### src/rtl/router_1xn.sv
// Purpose : 1-to-N packet router; header/payload/parity packets steered into per-port FWFT FIFOs,
//           with parity/length check, invalid-address drop and per-port unread-timeout flush.
// Latency : header reaches FIFO[dest] two edges after acceptance; valid_out rises the cycle after a write.
// Backpr. : busy=1 makes the source hold data_in/pkt_valid (waiting for empty FIFO, header load,
//           check cycle, or FIFO[dest] full during payload).
// Ports   : clock/resetn      - rising-edge clock, async active-low reset
//           data_in/pkt_valid - source byte; pkt_valid high for header+payload, low for parity
//           busy/error        - source hold request; error of the last packet
//           data_out/valid_out/read_en - per-port FIFO head, non-empty flag, pop
module router_1xn #(
   parameter int DATA_W     = 8,
   parameter int N_PORTS    = 3,
   parameter int FIFO_DEPTH = 16,
   parameter int TIMEOUT    = 30
) (
   input  logic                      clock,
   input  logic                      resetn,
   input  logic [DATA_W-1:0]         data_in,
   input  logic                      pkt_valid,
   output logic                      busy,
   output logic                      error,
   output logic [N_PORTS*DATA_W-1:0] data_out,
   output logic [N_PORTS-1:0]        valid_out,
   input  logic [N_PORTS-1:0]        read_en
);

   localparam int ADDR_W = (N_PORTS <= 2) ? 1 : $clog2(N_PORTS);
   localparam int LEN_W  = DATA_W - ADDR_W;
   localparam int PTR_W  = $clog2(FIFO_DEPTH);
   localparam int TCNT_W = $clog2(TIMEOUT + 1);
   localparam logic [PTR_W:0]    DEPTH_L = FIFO_DEPTH[PTR_W:0];
   localparam logic [TCNT_W-1:0] TO_LAST = TCNT_W'(TIMEOUT - 1);

   typedef enum logic [2:0] {
      S_IDLE, S_WAIT, S_HDR, S_DATA, S_CHECK, S_DROP
   } state_t;

   state_t            state_q;
   logic [DATA_W-1:0] hdr_q, acc_q, par_q;
   logic [LEN_W-1:0]  pcnt_q;
   logic              error_q;

   logic [ADDR_W-1:0] dest, in_dest;
   logic [LEN_W-1:0]  len;
   logic [N_PORTS-1:0] full, flush, wr_en;
   logic              dest_full, dest_empty, dest_flush, in_ok, in_empty;
   logic [DATA_W-1:0] wr_data;

   assign dest    = hdr_q[ADDR_W-1:0];
   assign len     = hdr_q[DATA_W-1:ADDR_W];
   assign in_dest = data_in[ADDR_W-1:0];
   assign wr_data = (state_q == S_HDR) ? hdr_q : data_in;
   assign error   = error_q;

   // Per-port status looked up by address; an out-of-range address simply matches nothing.
   always_comb begin
      dest_full  = 1'b0;
      dest_empty = 1'b0;
      dest_flush = 1'b0;
      in_ok      = 1'b0;
      in_empty   = 1'b0;
      for (int i = 0; i < N_PORTS; i++) begin
         if (dest == ADDR_W'(i)) begin
            dest_full  = full[i];
            dest_empty = !valid_out[i];
            dest_flush = flush[i];
         end
         if (in_dest == ADDR_W'(i)) begin
            in_ok    = 1'b1;
            in_empty = !valid_out[i];
         end
      end
   end

   always_comb begin
      case (state_q)
         S_WAIT, S_HDR, S_CHECK: busy = 1'b1;
         S_DATA:                 busy = dest_full;
         default:                busy = 1'b0;
      endcase
   end

   always_ff @(posedge clock or negedge resetn) begin
      if (!resetn) begin
         state_q <= S_IDLE;
         hdr_q   <= '0;
         acc_q   <= '0;
         par_q   <= '0;
         pcnt_q  <= '0;
         error_q <= 1'b0;
      end else begin
         case (state_q)
            S_IDLE: if (pkt_valid) begin
               hdr_q   <= data_in;
               acc_q   <= data_in;
               pcnt_q  <= '0;
               error_q <= !in_ok;
               if (!in_ok)       state_q <= S_DROP;
               else if (in_empty) state_q <= S_HDR;
               else              state_q <= S_WAIT;
            end
            S_WAIT: if (dest_empty || dest_flush) state_q <= S_HDR;
            S_HDR:  state_q <= dest_flush ? S_DROP : S_DATA;
            S_DATA: begin
               if (dest_flush) begin
                  // Abort; if the parity byte was consumed this edge the packet is already over.
                  state_q <= (!dest_full && !pkt_valid) ? S_IDLE : S_DROP;
               end else if (!dest_full) begin
                  if (pkt_valid) begin
                     acc_q  <= acc_q ^ data_in;
                     pcnt_q <= pcnt_q + 1'b1;
                  end else begin
                     par_q   <= data_in;
                     state_q <= S_CHECK;
                  end
               end
            end
            S_CHECK: begin
               error_q <= (par_q != acc_q) || (pcnt_q != len);
               state_q <= S_IDLE;
            end
            S_DROP: if (!pkt_valid) state_q <= S_IDLE;
            default: state_q <= S_IDLE;
         endcase
      end
   end

   for (genvar g = 0; g < N_PORTS; g++) begin : g_fifo
      logic [DATA_W-1:0] mem [FIFO_DEPTH];
      logic [PTR_W-1:0]  wp_q, rp_q;
      logic [PTR_W:0]    cnt_q;
      logic [TCNT_W-1:0] tcnt_q;
      logic              rd;

      assign rd           = read_en[g] && (cnt_q != '0);
      assign full[g]      = (cnt_q == DEPTH_L);
      assign valid_out[g] = (cnt_q != '0);
      assign flush[g]     = valid_out[g] && !read_en[g] && (tcnt_q == TO_LAST);
      // A flushing FIFO takes no write; the FSM aborts the packet on the same edge.
      assign wr_en[g]     = (dest == ADDR_W'(g)) && !flush[g] &&
                            ((state_q == S_HDR) || ((state_q == S_DATA) && !full[g]));
      assign data_out[g*DATA_W +: DATA_W] = valid_out[g] ? mem[rp_q] : '0;

      always_ff @(posedge clock) begin
         if (wr_en[g]) mem[wp_q] <= wr_data;
      end

      always_ff @(posedge clock or negedge resetn) begin
         if (!resetn) begin
            wp_q   <= '0;
            rp_q   <= '0;
            cnt_q  <= '0;
            tcnt_q <= '0;
         end else if (flush[g]) begin
            wp_q   <= '0;
            rp_q   <= '0;
            cnt_q  <= '0;
            tcnt_q <= '0;
         end else begin
            if (wr_en[g]) wp_q <= wp_q + 1'b1;
            if (rd)       rp_q <= rp_q + 1'b1;
            case ({wr_en[g], rd})
               2'b10:   cnt_q <= cnt_q + 1'b1;
               2'b01:   cnt_q <= cnt_q - 1'b1;
               default: cnt_q <= cnt_q;
            endcase
            // Unread-time counter: runs only while the head sits unread.
            tcnt_q <= (valid_out[g] && !read_en[g]) ? tcnt_q + 1'b1 : '0;
         end
      end
   end

endmodule

### config.mk
export PLATFORM = sky130hd
export DESIGN_NAME = router_1xn
export DESIGN_NICKNAME = d
export VERILOG_FILES = /design/src/rtl/router_1xn.sv
export SDC_FILE = /design/constraint.sdc
export NUM_CORES = 1
export LEC_CHECK = 0
export BUFFER_PORTS_ARGS = -buffer_cell sky130_fd_sc_hd__buf_2
export CORE_MARGIN = 2
export CORE_UTILIZATION = 40
export DETAILED_ROUTE_END_ITERATION = 10
export PLACE_DENSITY = 0.62
export RECOVER_POWER = 50
export SYNTH_ARGS = -nofsm -noshare
export SYNTH_HDL_FRONTEND = slang
export SYNTH_SLANG_ARGS = --single-unit
### constraint.sdc
create_clock -name clock -period 4.15 [get_ports clock]
set_clock_uncertainty 0.05 [all_clocks]
set_input_delay 0.2075 -clock clock [delete_from_list [all_inputs] [get_ports clock]]
set_output_delay 0.2075 -clock clock [all_outputs]
set_load 0.005 [all_outputs]
==> run_results.csv <==
group,metric,value,unit
critical_path,ff2ff_setup_slack,0.53,ns
critical_path,crit_top_cell,"clkbuf_1",
timing,worst_slew_pin_slew,1.91,ns
placed_design,gp_congestion,0.830,
synthesis,synth_nets,1384,
placed_design,placed_cell_area,21400,sq um
critical_path,start_kind,"flip-flop",
timing,tns,0,ns
clock_network,cts_tree,"yes",
clock_network,clk_path_buf_depth,3,
critical_path,cp_cell_sequence,"or4_1, nor2_1, clkbuf_1, or3_1, and2_0, nand2_1, nor3_1, clkbuf_1",
synthesis,syn_area,20300,sq um
synthesis,synth_top_area_share,56.9,%
clock_network,numCtsBuffers,49,
pwr,power.density,716,nW/um^2
critical_path,cp-end-kind,"flip-flop",
layout,fill_cells,4450,
layout,finalNetCount,1461,
die,dieHeight,229,microns
detailed_routing,wl_per_cell,20.8,microns
synthesis,synthCells,1342,
layout,synthToLayoutAreaGrowth,13.8,%
layout,area.sequential,13700,sq um
synthesis,synth_area_leaders,"edfxtp_1 57%, dfrtp_1 11%, mux4_2 5.3%, mux2i_1 4.9%, o221ai_1 2.1%",
flow_run,drv_cap,4,
global_routing,grt_max_degree,64,
die,core,50100,sq um
timing,period_needed,3.62,ns
timing,setup_viol,0,
global_routing,antenna_found_initial,3,
die,io_pins,43,
critical_path,cpPeakStageDelay,0.62,ns
synthesis,ys.flop_type,"edfxtp_1",
detailed_routing,drt_iter0_drc,878,
synthesis,synth-seq-area-share,67.7,%
synthesis,synthDistinctLibCells,67,
synthesis,synthTopCellsByCount,"384 x edfxtp_1, 102 x nand2_1, 100 x mux2i_1, 88 x dfrtp_1, 74 x nor2_1",
pwr,ir_worst_vdd,0.467,mV
synthesis,synth_edf_count,384,
critical_path,path_class,"flip-flop to flip-flop",
critical_path,required,4.32,ns
synthesis,post_synth.cell_area_avg,15.1,sq um
detailed_routing,vias,11700,
timing,period_share,87.1,%
timing,max_freq,277,MHz
clock_network,post-cts-setup-buffer-count,0,
timing,rsz0062_at_grt,"false",
global_routing,grt_use_total,17.1,%
clock_network,cts.htree.levels,2,
run_status,outcome,"complete, but fails checks",
timing,slew_violations,146,
die,chipWidth,229,microns
layout,fin_area,23100,sq um
detailed_routing,post-route-drc-count,0,
critical_path,crit_arrival,3.79,ns
pwr,cellLeakagePower,0.00800,uW
run_status,failed_checks,"max-capacitance violations, max-slew violations",
synthesis,yosys.area.top_type,"edfxtp_1",
clock_network,clock-sinks,472,
clock_network,clk_pin_slew_worst_paths,0.06,ns
placed_design,port_buffers,42,
die,die_area,52500,sq um
layout,multi_input_area,6090,sq um
detailed_routing,drt-total-wl,44.4,mm
detailed_routing,avgViaCountPerCell,5.50,
critical_path,path_delay_family,"simple AND/OR/NAND/NOR gates",
synthesis,ys_ff_latch,472,
synthesis,yosysMostFrequentCell,"edfxtp_1",
clock_network,clk_latency,0.57,ns
global_routing,grt.overflow.total,0,
placed_design,dp_hpwl,28.0,mm
global_routing,grt_pass1_vias,11700,
critical_path,crit_slowest_cell,"or4_1",
die,initial_utilization,40.5,%
critical_path,critPathBufInv,2,
detailed_routing,firstDrtPassIters,5,
timing,relSlewSlack,-27.4,%
detailed_routing,drtAntennaViolNets,0,
clock_network,cts_resized,0,
layout,drive_gt1_share,15.3,%
global_routing,grt_pass1_wl,69.9,mm
synthesis,yosys_warnings,0,
die,rows,82,
synthesis,synth-async-reset-ratio,18.6,%
timing,hold_violations,0,
critical_path,critPathMaxFanout,12,
min_path,hold_path_class,"input port to flip-flop",
clock_network,cts_root_buffer,"clkbuf_16",
[logic make-up after synthesis]
family,share of synthesized area (%)
fa+ha+maj,1.73
mux,11.1
simple gates,7.42
xor+xnor,2.16
flops,67.7
compound gates,7.62
buf+inv,2.23
[state kept, by name, indices dropped and copies added, names as in the netlist]
register       cells
acc_q              8
error              1
g_fifo.cnt_q      15
g_fifo.mem       384
g_fifo.rp_q       12
g_fifo.tcnt_q     15
g_fifo.wp_q       12
hdr_q              8
par_q              8
pcnt_q             6
state_q            3
[layout make-up]
class | count | share of cell area, %
Antenna cell | 2 | 0.0217
Clock buffer | 69 | 6.04
Clock inverter | 22 | 1.27
Inverter | 39 | 0.634
Multi-Input combinational cell | 762 | 26.4
Sequential cell | 472 | 59.5
Tap cell | 672 | 3.64
Timing Repair Buffer | 95 | 2.47
[power breakdown]
| part | total (uW) | internal, uW | switching [uW] |
|---|---|---|---|
| Clock | 4550 | 2770 | 1780 |
| Combinational | 5150 | 2120 | 3020 |
| Sequential | 6810 | 6000 | 811 |
[final timing paths]
check / cells after the start / startpoint / end
max: 8 / g_fifo[2].cnt_q[1] / g_fifo[2].mem[5][7]
max reg2reg: 8 / g_fifo[2].cnt_q[1] / g_fifo[2].mem[5][7]
min reg2reg: 1 / g_fifo[2].tcnt_q[0] / g_fifo[2].tcnt_q[0]
max in group asynchronous: 3 / resetn / g_fifo[0].rp_q[0]
min in group asynchronous: 2 / resetn / g_fifo[1].tcnt_q[1]
min: 4 / read_en[2] / g_fifo[2].tcnt_q[1]
[what timing repair did]
| action | CTS | global route |
|---|---|---|
| hold buffers | 12 | 0 |
| endpoints found under the hold margin | 89 | 0 |
| setup endpoints to repair | 0 | 0 |
[cells in the final DEF (no fill, tap or decap), drive strengths merged, types with 29 or more instances in the layout]
master / synthesis / final
o221ai: 49 / 49
nor2: 74 / 74
xor2: 29 / 29
nand2: 102 / 102
inv: 39 / 39
dfrtp: 88 / 88
mux4: 48 / 48
buf: 21 / 55
clkbuf: 48 / 97
o21ai: 40 / 40
edfxtp: 384 / 384
mux2i: 100 / 100
[worst reg2reg max path, stage by stage (launching register included)]
cell,delay [ns]
dfrtp_1,0.48
or4_1,0.62
nor2_1,0.13
clkbuf_1,0.56
or3_1,0.25
and2_0,0.25
nand2_1,0.14
nor3_1,0.34
clkbuf_1,0.45
[routing by layer]
metal / vias to the layer above / share of wire [%] / track usage, % / routed length (microns)
li1: 5386 / - / - / -
met1: 5960 / 45 / 23.8 / 20100
met2: 315 / 48 / 27.8 / 21100
met3: 68 / 5.0 / 2.79 / 2210
met4: 0 / 2.0 / 4.89 / 908
met5: - / 0 / 0 / 0
[per-stage QoR]
| step | total power [uW] | instances | utilization, % | hold slack, ns | setup WS [ns] |
|---|---|---|---|---|---|
| after floorplan | 10300 | 1342 | - | -0.138 | 0.290 |
| after global placement | 12000 | 2028 | 42.7 | 0.318 | 0.839 |
| after detailed placement | 12100 | 2028 | 42.7 | 0.329 | 0.756 |
| after CTS | 16700 | 2131 | 46.3 | 0.0139 | 0.744 |
| after global routing | 17400 | 2133 | 46.1 | 0.0659 | 0.371 |
| final | 16500 | 2133 | 46.1 | 0.0606 | 0.535 |
Power figures use the tool's default switching activity.
